$ cat src/rtl/conv_result_drain_pkg.sv
// Shared types for the conv result drain: FSM state encoding, the result
// beat carried through the output FIFO, and sizing helpers.
// Optional feature macro (used by conv_result_drain): CONV_DRAIN_RELU_EN.
package conv_pkg;

  localparam int BEAT_DATA_W = 16;
  localparam int BEAT_ADDR_W = 10;
  localparam int CH_W        = 3;

  typedef enum logic [2:0] {
    IDLE,
    ISSUE,
    CH_WAIT,
    FLUSH,
    DONE
  } drain_state_t;

  typedef struct packed {
    logic signed [BEAT_DATA_W-1:0] data;
    logic        [BEAT_ADDR_W-1:0] addr;
    logic        [CH_W-1:0]        channel;
  } result_beat_t;

  // Pixels per result channel.
  function automatic int result_n(input int w, input int h);
    return w * h;
  endfunction

  // Output FIFO depth: enough to absorb every read in flight plus two beats of slack.
  function automatic int fifo_depth(input int rd_latency);
    return rd_latency + 2;
  endfunction

endpackage

$ cat src/rtl/conv_result_drain_if.sv
// Read-port and result-stream signals of the conv result drain.
// master = drain side (drives read select/address and the output stream),
// slave  = wrapper/downstream side (returns read data, drives ready).
interface conv_result_drain_if #(
  parameter int DATA_WIDTH = 16,
  parameter int ADDR_WIDTH = 10
);
  logic        [2:0]            rd_select;
  logic        [ADDR_WIDTH-1:0] rd_addr;
  logic signed [DATA_WIDTH-1:0] rd_data;
  logic                         out_valid;
  logic                         out_ready;
  logic signed [DATA_WIDTH-1:0] out_data;
  logic        [ADDR_WIDTH-1:0] out_addr;
  logic        [2:0]            out_channel;

  modport master (
    output rd_select, rd_addr,
    input  rd_data,
    output out_valid, out_data, out_addr, out_channel,
    input  out_ready
  );

  modport slave (
    input  rd_select, rd_addr,
    output rd_data,
    input  out_valid, out_data, out_addr, out_channel,
    output out_ready
  );
endinterface

$ cat src/rtl/conv_result_drain_fifo.sv
// Synchronous FIFO of result beats. Push and pop may happen in the same
// cycle, including when full (the pop frees the slot being written).
module drain_fifo
  import conv_pkg::*;
#(
  parameter int DEPTH = 4,
  parameter int CNT_W = 3
) (
  input  logic              clk,
  input  logic              reset,
  input  logic              push,
  input  result_beat_t      push_beat,
  input  logic              pop,
  output result_beat_t      head,
  output logic [CNT_W-1:0]  count,
  output logic              full,
  output logic              empty
);

  localparam int PTR_W = (DEPTH > 1) ? $clog2(DEPTH) : 1;

  result_beat_t             mem_q [DEPTH];
  logic [PTR_W-1:0]         wr_ptr_q, wr_ptr_d;
  logic [PTR_W-1:0]         rd_ptr_q, rd_ptr_d;
  logic [CNT_W-1:0]         count_q, count_d;
  logic                     do_push, do_pop;

  function automatic logic [PTR_W-1:0] ptr_inc(input logic [PTR_W-1:0] p);
    return (p == PTR_W'(DEPTH - 1)) ? '0 : p + PTR_W'(1);
  endfunction

  assign empty = (count_q == '0);
  assign full  = (count_q == CNT_W'(DEPTH));
  assign count = count_q;
  assign head  = mem_q[rd_ptr_q];

  // Next pointer/occupancy values from the accepted push and pop.
  always_comb begin
    do_pop   = pop && !empty;
    do_push  = push && (!full || do_pop);
    wr_ptr_d = do_push ? ptr_inc(wr_ptr_q) : wr_ptr_q;
    rd_ptr_d = do_pop  ? ptr_inc(rd_ptr_q) : rd_ptr_q;
    count_d  = count_q + CNT_W'(do_push) - CNT_W'(do_pop);
  end

  // Pointer and occupancy registers; cleared by reset.
  always_ff @(posedge clk or negedge reset) begin
    if (!reset) begin
      wr_ptr_q <= '0;
      rd_ptr_q <= '0;
      count_q  <= '0;
    end else begin
      wr_ptr_q <= wr_ptr_d;
      rd_ptr_q <= rd_ptr_d;
      count_q  <= count_d;
    end
  end

  // Beat storage; contents are only meaningful behind the occupancy count.
  always_ff @(posedge clk) begin
    if (do_push) begin
      mem_q[wr_ptr_q] <= push_beat;
    end
  end

endmodule

$ cat src/rtl/conv_result_drain.sv
// Conv result drain: after a start pulse, reads every address of every
// result channel from the wrapper's fixed-latency read port and streams the
// results out on a valid/ready interface, tagged with address and channel.
// Optional feature: define CONV_DRAIN_RELU_EN to clamp negative results to 0
// as they enter the output FIFO; otherwise data passes through bit-exact.
module conv_result_drain
  import conv_pkg::*;
#(
  parameter int DATA_WIDTH         = BEAT_DATA_W,
  parameter int FRACTION_WIDTH     = 8,
  parameter int ADDR_WIDTH         = BEAT_ADDR_W,
  parameter int CONV_RESULT_WIDTH  = 24,
  parameter int CONV_RESULT_HEIGHT = 24,
  parameter int CHANNEL_NUM        = 2,
  parameter int RD_LATENCY         = 2
) (
  input  logic                clk,
  input  logic                reset,
  input  logic                start,
  conv_result_drain_if.master bus,
  output logic                busy,
  output logic                done
);

  localparam int N          = result_n(CONV_RESULT_WIDTH, CONV_RESULT_HEIGHT);
  localparam int FIFO_DEPTH = fifo_depth(RD_LATENCY);
  localparam int CW         = $clog2(FIFO_DEPTH + RD_LATENCY + 1);
  localparam logic [ADDR_WIDTH-1:0] LAST_ADDR = ADDR_WIDTH'(N - 1);
  localparam logic [CH_W-1:0]       LAST_CH   = CH_W'(CHANNEL_NUM - 1);

  // Elaboration-time sanity checks on the configuration.
  if (CHANNEL_NUM < 1 || CHANNEL_NUM > 8) begin : g_bad_channel_num
    $error("conv_result_drain: CHANNEL_NUM must be 1..8");
  end
  if (FRACTION_WIDTH >= DATA_WIDTH) begin : g_bad_fraction
    $error("conv_result_drain: FRACTION_WIDTH must be below DATA_WIDTH");
  end
  if (DATA_WIDTH != BEAT_DATA_W || ADDR_WIDTH != BEAT_ADDR_W) begin : g_bad_beat_width
    $error("conv_result_drain: beat struct widths in conv_pkg must match DATA_WIDTH/ADDR_WIDTH");
  end
  if (N > (1 << ADDR_WIDTH) || RD_LATENCY < 1) begin : g_bad_geometry
    $error("conv_result_drain: result map does not fit ADDR_WIDTH or RD_LATENCY < 1");
  end

  drain_state_t               state_q, state_d;
  logic [CH_W-1:0]            ch_q, ch_d;
  logic [ADDR_WIDTH-1:0]      addr_q, addr_d;
  logic                       busy_q, busy_d;
  logic                       done_q, done_d;
  logic [RD_LATENCY-1:0]      tag_vld_q, tag_vld_d;
  logic [ADDR_WIDTH-1:0]      tag_addr_q [RD_LATENCY];
  logic [ADDR_WIDTH-1:0]      tag_addr_d [RD_LATENCY];
  logic [CH_W-1:0]            tag_ch_q   [RD_LATENCY];
  logic [CH_W-1:0]            tag_ch_d   [RD_LATENCY];
  logic [CW-1:0]              inflight;
  logic [CW-1:0]              fifo_count;
  logic                       fifo_full, fifo_empty, fifo_pop, fifo_push;
  logic                       credit_ok, issue;
  result_beat_t               push_beat, head_beat;

  function automatic logic signed [DATA_WIDTH-1:0] relu_clamp(
    input logic signed [DATA_WIDTH-1:0] v
  );
`ifdef CONV_DRAIN_RELU_EN
    return v[DATA_WIDTH-1] ? '0 : v;
`else
    return v;
`endif
  endfunction

  // Count reads whose data has not yet been captured into the FIFO.
  always_comb begin
    inflight = '0;
    for (int i = 0; i < RD_LATENCY; i++) begin
      inflight = inflight + CW'(tag_vld_q[i]);
    end
  end

  // A read is issued only when its result is guaranteed a FIFO slot; the
  // start cycle itself issues address 0 so the first beat appears early.
  assign credit_ok = !fifo_full && ((fifo_count + inflight) < CW'(FIFO_DEPTH));
  assign issue     = credit_ok &&
                     (((state_q == IDLE) && start) || (state_q == ISSUE));

  // Sweep FSM: next state, read channel/address and registered status outputs.
  always_comb begin
    state_d = state_q;
    ch_d    = ch_q;
    addr_d  = addr_q;
    case (state_q)
      IDLE, ISSUE: begin
        if (issue) begin
          if (addr_q == LAST_ADDR) begin
            state_d = CH_WAIT;
          end else begin
            addr_d  = addr_q + ADDR_WIDTH'(1);
            state_d = ISSUE;
          end
        end
      end
      CH_WAIT: begin
        // rd_select must not move until every read of this channel has returned.
        if (inflight == '0) begin
          addr_d = '0;
          if (ch_q == LAST_CH) begin
            state_d = FLUSH;
          end else begin
            ch_d    = ch_q + CH_W'(1);
            state_d = ISSUE;
          end
        end
      end
      FLUSH: begin
        if (inflight == '0 && fifo_empty) begin
          state_d = DONE;
        end
      end
      DONE: begin
        ch_d    = '0;
        addr_d  = '0;
        state_d = IDLE;
      end
      default: state_d = IDLE;
    endcase
    busy_d = (state_d == ISSUE) || (state_d == CH_WAIT) || (state_d == FLUSH);
    done_d = (state_d == DONE);
  end

  // Return-tag shift register: one stage per cycle of read latency.
  always_comb begin
    tag_vld_d[0]  = issue;
    tag_addr_d[0] = addr_q;
    tag_ch_d[0]   = ch_q;
    for (int i = 1; i < RD_LATENCY; i++) begin
      tag_vld_d[i]  = tag_vld_q[i-1];
      tag_addr_d[i] = tag_addr_q[i-1];
      tag_ch_d[i]   = tag_ch_q[i-1];
    end
  end

  // Control registers: FSM, read pointer, status outputs and tag valids.
  always_ff @(posedge clk or negedge reset) begin
    if (!reset) begin
      state_q   <= IDLE;
      ch_q      <= '0;
      addr_q    <= '0;
      busy_q    <= 1'b0;
      done_q    <= 1'b0;
      tag_vld_q <= '0;
    end else begin
      state_q   <= state_d;
      ch_q      <= ch_d;
      addr_q    <= addr_d;
      busy_q    <= busy_d;
      done_q    <= done_d;
      tag_vld_q <= tag_vld_d;
    end
  end

  // Address/channel tags travel with their valid bit; no reset needed.
  always_ff @(posedge clk) begin
    tag_addr_q <= tag_addr_d;
    tag_ch_q   <= tag_ch_d;
  end

  // Capture returning data with the tags of the read that produced it.
  assign fifo_push         = tag_vld_q[RD_LATENCY-1];
  assign push_beat.data    = relu_clamp(bus.rd_data);
  assign push_beat.addr    = tag_addr_q[RD_LATENCY-1];
  assign push_beat.channel = tag_ch_q[RD_LATENCY-1];
  assign fifo_pop          = !fifo_empty && bus.out_ready;

  drain_fifo #(
    .DEPTH (FIFO_DEPTH),
    .CNT_W (CW)
  ) u_fifo (
    .clk       (clk),
    .reset     (reset),
    .push      (fifo_push),
    .push_beat (push_beat),
    .pop       (fifo_pop),
    .head      (head_beat),
    .count     (fifo_count),
    .full      (fifo_full),
    .empty     (fifo_empty)
  );

  // Head of FIFO is the output beat; fields read as zero when nothing is valid.
  assign bus.out_valid   = !fifo_empty;
  assign bus.out_data    = fifo_empty ? '0 : head_beat.data;
  assign bus.out_addr    = fifo_empty ? '0 : head_beat.addr;
  assign bus.out_channel = fifo_empty ? '0 : head_beat.channel;
  assign bus.rd_select   = ch_q;
  assign bus.rd_addr     = addr_q;
  assign busy            = busy_q;
  assign done            = done_q;

endmodule
$ cat src/flat_wrapper.sv
// flat-port wrapper written by rule: the top's interface ports become plain ports
module conv_result_drain_flat import conv_pkg::*;
#(
  parameter int DATA_WIDTH         = BEAT_DATA_W,
  parameter int FRACTION_WIDTH     = 8,
  parameter int ADDR_WIDTH         = BEAT_ADDR_W,
  parameter int CONV_RESULT_WIDTH  = 24,
  parameter int CONV_RESULT_HEIGHT = 24,
  parameter int CHANNEL_NUM        = 2,
  parameter int RD_LATENCY         = 2
)
  (clk, reset, start, busy, done, bus_rd_select, bus_rd_addr, bus_rd_data, bus_out_valid, bus_out_data, bus_out_addr, bus_out_channel, bus_out_ready);
  conv_result_drain_if #(.DATA_WIDTH(DATA_WIDTH), .ADDR_WIDTH(ADDR_WIDTH)) bus_i ();
  input  logic clk;
  input  logic reset;
  input  logic start;
  output logic busy;
  output logic done;
  output wire logic [$bits(bus_i.rd_select)-1:0] bus_rd_select;
  output wire logic [$bits(bus_i.rd_addr)-1:0] bus_rd_addr;
  input wire logic [$bits(bus_i.rd_data)-1:0] bus_rd_data;
  output wire logic [$bits(bus_i.out_valid)-1:0] bus_out_valid;
  output wire logic [$bits(bus_i.out_data)-1:0] bus_out_data;
  output wire logic [$bits(bus_i.out_addr)-1:0] bus_out_addr;
  output wire logic [$bits(bus_i.out_channel)-1:0] bus_out_channel;
  input wire logic [$bits(bus_i.out_ready)-1:0] bus_out_ready;
  assign bus_rd_select = bus_i.rd_select;
  assign bus_rd_addr = bus_i.rd_addr;
  assign bus_i.rd_data = bus_rd_data;
  assign bus_out_valid = bus_i.out_valid;
  assign bus_out_data = bus_i.out_data;
  assign bus_out_addr = bus_i.out_addr;
  assign bus_out_channel = bus_i.out_channel;
  assign bus_i.out_ready = bus_out_ready;
  conv_result_drain #(.DATA_WIDTH(DATA_WIDTH), .FRACTION_WIDTH(FRACTION_WIDTH), .ADDR_WIDTH(ADDR_WIDTH), .CONV_RESULT_WIDTH(CONV_RESULT_WIDTH), .CONV_RESULT_HEIGHT(CONV_RESULT_HEIGHT), .CHANNEL_NUM(CHANNEL_NUM), .RD_LATENCY(RD_LATENCY)) u_core (.clk(clk), .reset(reset), .start(start), .bus(bus_i), .busy(busy), .done(done));
endmodule
$ cat config.mk
export PLATFORM = sky130hd
export DESIGN_NAME = conv_result_drain_flat
export DESIGN_NICKNAME = d
export VERILOG_FILES = /design/src/rtl/conv_result_drain_pkg.sv /design/src/rtl/conv_result_drain_if.sv /design/src/rtl/conv_result_drain_fifo.sv /design/src/rtl/conv_result_drain.sv /design/src/flat_wrapper.sv
export SDC_FILE = /design/constraint.sdc
export NUM_CORES = 1
export LEC_CHECK = 0
export ABC_AREA = 1
export ABC_CLOCK_PERIOD_IN_PS = 3100
export CORE_MARGIN = 1.5
export CORE_UTILIZATION = 35
export CTS_BUF_LIST = sky130_fd_sc_hd__clkbuf_8
export DETAILED_ROUTE_END_ITERATION = 10
export SLEW_MARGIN = 15
export SYNTH_ARGS = -nofsm -noshare
export SYNTH_HDL_FRONTEND = slang
export SYNTH_HIERARCHICAL = 1
export SYNTH_SLANG_ARGS = --single-unit
$ cat constraint.sdc
create_clock -name clk -period 3.1 [get_ports clk]
set_input_delay 0.93 -clock clk [delete_from_list [all_inputs] [get_ports clk]]
set_output_delay 0.93 -clock clk [all_outputs]
set_load 0.01 [all_outputs]
Word-level counts from Yosys, hierarchy flattened
Memory sizes are Yosys's and may differ from the RTL's.
Index checks and enable logic that the tools add are counted.
{"block": "op_classes", "n_addsub": 8, "multipliers": 0, "n_div": 0, "magnitude_cmp": 1, "eq_ne": 17, "n_shift": 0, "muxes": 20, "bitwise_logic": 0, "reduce_logical": 21}
{"cell": "10-bit 2-to-1 mux", "n": 4}
{"cell": "10-bit one-hot mux with 3 select lines", "n": 1}
{"cell": "3-bit 2-to-1 mux", "n": 6}
{"cell": "16-bit 2-to-1 mux", "n": 1}
{"cell": "3-bit by 2-bit == test with 1-bit output, second input constant", "n": 4}
{"cell": "10-bit by 1-bit adder with 10-bit output, second input constant", "n": 1}
{"cell": "10-bit == test, second input constant", "n": 1}
{"cell": "3-bit by 1-bit == test with 1-bit output, second input constant", "n": 3}
{"cell": "3-bit == test, second input constant", "n": 3}
{"cell": "3-bit zero test", "n": 3}
{"cell": "3-bit one-hot mux with 3 select lines", "n": 1}
{"cell": "2-bit 2-to-1 mux", "n": 4}
{"cell": "1-bit logical AND", "n": 7}
{"cell": "3-bit one-hot mux with 2 select lines", "n": 1}
{"cell": "2-bit by 1-bit adder with 2-bit output, second input constant", "n": 2}
{"cell": "2-bit == test, second input constant", "n": 2}
{"cell": "1-bit logical OR", "n": 4}
{"cell": "2-bit by 1-bit inequality test with 1-bit output, second input constant", "n": 2}
{"cell": "2-bit inequality test, second input constant", "n": 2}
{"cell": "4-bit AND reduction", "n": 1}
{"cell": "3-bit by 1-bit adder with 3-bit output", "n": 1}
{"cell": "3-bit by 1-bit adder with 3-bit output, second input constant", "n": 1}
{"cell": "3-bit adder", "n": 1}
{"cell": "3-bit < comparator, second input constant", "n": 1}
{"cell": "8 further kinds", "n": 10}
{"block": "totals", "reg_bits": 53, "latch_bits": 0, "ram_bits": 116, "romBits": 0, "inputBits": 20, "word_cells": 81, "mem_count": 1}
{"name": "u_core.u_fifo.mem_q", "words": 4, "word_bits": 29, "read_ports": 1, "rd_ports_with_merged_regs": 0, "wr": 1, "line_no": "conv_result_drain_fifo.sv:22", "rtl": "result_beat_t mem_q [DEPTH];"}

Longest topological paths before layout
{"block": "logic_depth", "depth_word": 10, "mapped_depth": 11}

Modules after synthesis
Netlist, hierarchy kept.
{"mod": "drain_fifo", "instances": 1, "cells_each": 366, "area_each_um2": 4843.4}
{"mod": "conv_result_drain", "instances": 1, "cells_each": 273, "area_each_um2": 2099.5}

Least setup slack after synthesis
No wires, ideal clock.
{"block": "synth_timing", "kind": "input to register", "start": "in bus_out_ready", "end": "mem u_core/u_fifo/mem_q[0][0] in the netlist's numbering, enable pin", "arrival_time_ns": 2.657, "required_time_ns": 2.685, "slack_ns": 0.028, "cell_stages": 6, "path_buffers": 0, "path_cell_list": "inv_1 > nor2_1 > inv_1 > nand3_1 > nand2_1 > nor2_1"}
{"block": "synth_between", "elab_chain_cells": 6}
{"item": "from (decl)", "line_no": "flat_wrapper.sv:26", "rtl": "input wire logic [$bits(bus_i.out_ready)-1:0] bus_out_ready;"}
{"item": "1-bit logical AND", "line_no": "conv_result_drain.sv:171", "rtl": "assign fifo_pop = !fifo_empty && bus.out_ready;"}
{"item": "named net u_core.fifo_pop", "line_no": "conv_result_drain.sv:57", "rtl": "logic fifo_full, fifo_empty, fifo_pop, fifo_push;"}
{"item": "1-bit logical AND", "line_no": "conv_result_drain_fifo.sv:39", "rtl": "do_pop = pop && !empty;"}
{"item": "1-bit logical OR", "line_no": "conv_result_drain_fifo.sv:40", "rtl": "do_push = push && (!full || do_pop);"}
{"item": "1-bit logical AND", "line_no": "conv_result_drain_fifo.sv:40"}
{"item": "1-bit 2-to-1 mux", "line_no": "conv_result_drain_fifo.sv:61", "rtl": "if (do_push) begin"}
{"item": "1-bit 2-to-1 mux (not written as such)", "line_no": "conv_result_drain_fifo.sv:62", "rtl": "mem_q[wr_ptr_q] <= push_beat;"}
{"item": "to (decl)", "line_no": "conv_result_drain_fifo.sv:22"}
The timed path passes the listed nets, and every way through them passes these cells.

==> reports/qor.yml <==
status: "finished, final reports clean"
placed_cell_area_sq_um: 7893
fmax_mhz: 338.1
synth.most_common_cell: "nor2_1"
avgSynthCellArea_sq_um: 10.87
n_antenna_cell: 0
setup.worst_path.class: "flop to output pin"
grt_pass1_vias: 4247
ir_worst_vdd_v: 0.0005361
tightest_slew_ns: 0.4319
setup.worst_path.end_class: "output pin"
final_antenna_net_count: 0
worstPathArrival_ns: 2.03
htreeDepth: 4
yosys_most_used_dff: "edfxtp_1"
core.rowCount: 51
die_width_microns: 143.8
grt.overflow.total: 0
cp_max_fo: 12
yosysUniqueCellTypes: 35
synth.top_cells.by_count: "nor2_1, edfxtp_1, nand2_1"
gp_congestion: 0.8079
worstSetupEndpoint: "bus_out_addr[3]"
start_util: 0.3567
grt.total_usage: 0.1368
hold_viol_final: 0
cp_cell_sequence: "buf_12 > buf_4 > nor2_1 > nor2_1 > o21ai_0 > o21ai_1 > inv_1 > nor2_1 > dlygate4sd2_1"
slowest_delay_ns: 0.52
cts_tree: "built"
drtPass1Iterations: 4
synth.cell_area_sq_um: 6943
coreArea_sq_um: 19460
p_leak_nw: 3.562
finalSetupViolations: 0
worstPathBufferInverterCount: 4
antenna_found_initial: 0
wl_per_cell_microns: 13.28
worst_slack_ns: 0.1424
drt-total-wl_microns: 13210
synth_top_area_share: 0.5017
cts.sinks: 169
whs_path_depth: 0
drc: 0
io_buffer_count: 64
stdcell_area_sq_um: 8501
hold_class: "flop to flop"
cts_buffer_depth: 2
synth_enable_flop_cells: 116
synth_seq_area_share: 0.6740
p_per_area_nw_per_um2: 953.2
place_ws_ns: 0.2253
dieHeight_microns: 143.8
nets: 750
ys_seq_elements: 169
startpoint: "u_core/u_fifo/rd_ptr_q[0]$_DFFE_PN0N_"
syn_to_final_growth_pct: 22.44
r2r_slack_ns: 0.90
grt_max_degree: 31
min_period_ns: 2.958
drive_above_1_share: 0.1082
setup_tns_ns: 0
cp.depth: 9
clk_transition_reported_paths_ns: 0.08
finalMaxSlewViolations: 0
numCtsBuffers: 17
slowest_stage: "dfrtp_2"
async_flop_share: 0.1598
clk_latency_ns: 0.44
dpl.hpwl_microns: 8386
critPathLaunchType: "flop"
die-area_sq_um: 20690
finalCritPeriodShare: 0.9540
num_io_pins: 65
rr_endpoint: "u_core/u_fifo/mem_q[0][11]$_DFFE_PP_"
clock_skew_ns: 0.01327
syn_inst: 639
vias_per_cell: 4.421
synth.yosys.warnings: 6
grt_pass1_wl_microns: 21530
critPathTopFamily: "buffers and inverters"
path_common_cell: "nor2_1"
cts_root_buf: "clkbuf_8"
synth_fp_nets: 672
cts_hold_buf: 0
vias: 4399
maxCapViolCount: 0
synth_top_area_cell: "edfxtp_1"
synthTopCellsByArea: "edfxtp_1, dfrtp_1, nor2_1, dfxtp_1, o21ai_1"
reg2reg_from: "u_core/u_fifo/count[2]$_DFF_PN0_"
drtIter0Drc: 210
slew_headroom: 0.7114
reg2reg_depth: 9
cp.required_ns: 2.17
==> state kept, by name, summed over array words and instances, names as in the netlist, 3 cells and up <==
name / cells
u_core/push_beat: 13
u_core/tag_ch_d: 3
u_core/u_fifo/count: 3
u_core/bus.rd_addr: 10
u_core/tag_addr_d: 10
u_core/bus.rd_select: 3
u_core/state_q: 3
u_core/u_fifo/mem_q: 116
==> final cells by class <==
class / count / area [sq um]
clock buffer: 17 / 234.0
multi-input combinational: 371 / 1799
inverter: 64 / 250.2
timing repair buffer: 93 / 1050
timing repair inverter: 1 / 6.256
tap: 265 / 331.6
fill: 1850 / 10960
sequential: 169 / 4681
clock inverter: 15 / 148.9
==> cell usage in the layout (no fill, tap or decap), types with 2 or more instances in the layout <==
cell type,n
inv_8,2
buf_4,14
dlymetal6s2s_1,18
clkinv_4,3
nand2_2,4
inv_4,2
dfxtp_1,26
dlygate4sd2_1,11
inv_1,63
ha_1,12
o21ai_1,63
nor2_2,4
clkinv_2,2
nand2_1,71
inv_6,3
xor2_1,2
dfrtp_1,26
bufinv_16,2
clkdlybuf4s50_1,35
nor2_1,137
clkbuf_8,17
nand4_1,2
buf_6,4
nand3_1,28
nor2_4,5
nor3_1,4
o21ai_0,26
edfxtp_1,116
clkinv_1,2
a21oi_1,2
buf_12,8
==> metrics by stage <==
step	hold WS [ns]	utilization	total power, mW	instances
final	0.3298	0.4368	8.103	995
after global placement	0.3099	0.4055	6.546	948
after CTS	0.3315	0.4309	8.185	989
after floorplan	0.3096	-	5.234	639
after detailed placement	0.3121	0.4055	6.600	948
after global routing	0.3360	0.4368	8.737	995
==> layer usage <==
layer  part of all wire  up-vias  track usage
li1                   -     2268            -
met1               0.46     2046       0.1711
met2               0.49       75       0.2299
met3              0.038       10      0.03632
met4             0.0099        0      0.04404
met5                  0        -            0
==> worst register-to-register path, cell delays in order (launching register included) <==
cell,delay (ns)
dfrtp_1,0.47
inv_1,0.09
nand2_1,0.15
inv_2,0.08
nor2_1,0.23
inv_1,0.07
nand3_1,0.12
nand2_1,0.27
nor2_4,0.19
buf_12,0.23
==> worst min-delay path by stage <==
stage	to	slack (ns)	startpoint
after floorplan	u_core/push_beat[0]$_DFF_P_	0.31	u_core/tag_ch_d[0]$_DFF_P_
after global placement	u_core/push_beat[8]$_DFF_P_	0.31	u_core/tag_addr_d[5]$_DFF_P_
after detailed placement	u_core/push_beat[10]$_DFF_P_	0.31	u_core/tag_addr_d[7]$_DFF_P_
after CTS	u_core/push_beat[5]$_DFF_P_	0.33	u_core/tag_addr_d[2]$_DFF_P_
after global routing	u_core/push_beat[5]$_DFF_P_	0.34	u_core/tag_addr_d[2]$_DFF_P_
final	u_core/push_beat[10]$_DFF_P_	0.33	u_core/tag_addr_d[7]$_DFF_P_
==> timing repair <==
item,in CTS,in global routing
setup buffers,7,5
endpoints found under the hold margin,0,0
setup endpoints to repair,28,19
gates cloned,2,1
pin swaps,0,0
resized for setup,26,22
==> power by group <==
part / switching [mW] / total [mW] / internal, mW
logic: 1.85 / 3.33 / 1.48
clock network: 0.776 / 1.49 / 0.718
registers: 0.284 / 3.28 / 3.00
==> cell families (layout without fill, tap and decap cells) <==
logic type | count (synthesis) | in the layout | synth area share
and+or+nand+nor | 260 | 260 | 0.1548
DFF | 169 | 169 | 0.6740
buffers and inverters | 99 | 190 | 0.07154
AOI/OAI and AO/OA | 95 | 95 | 0.07136
adders and majority gates | 13 | 13 | 0.02451
xor gates and xnor gates | 3 | 3 | 0.003785
Power figures use the tool's default switching activity.
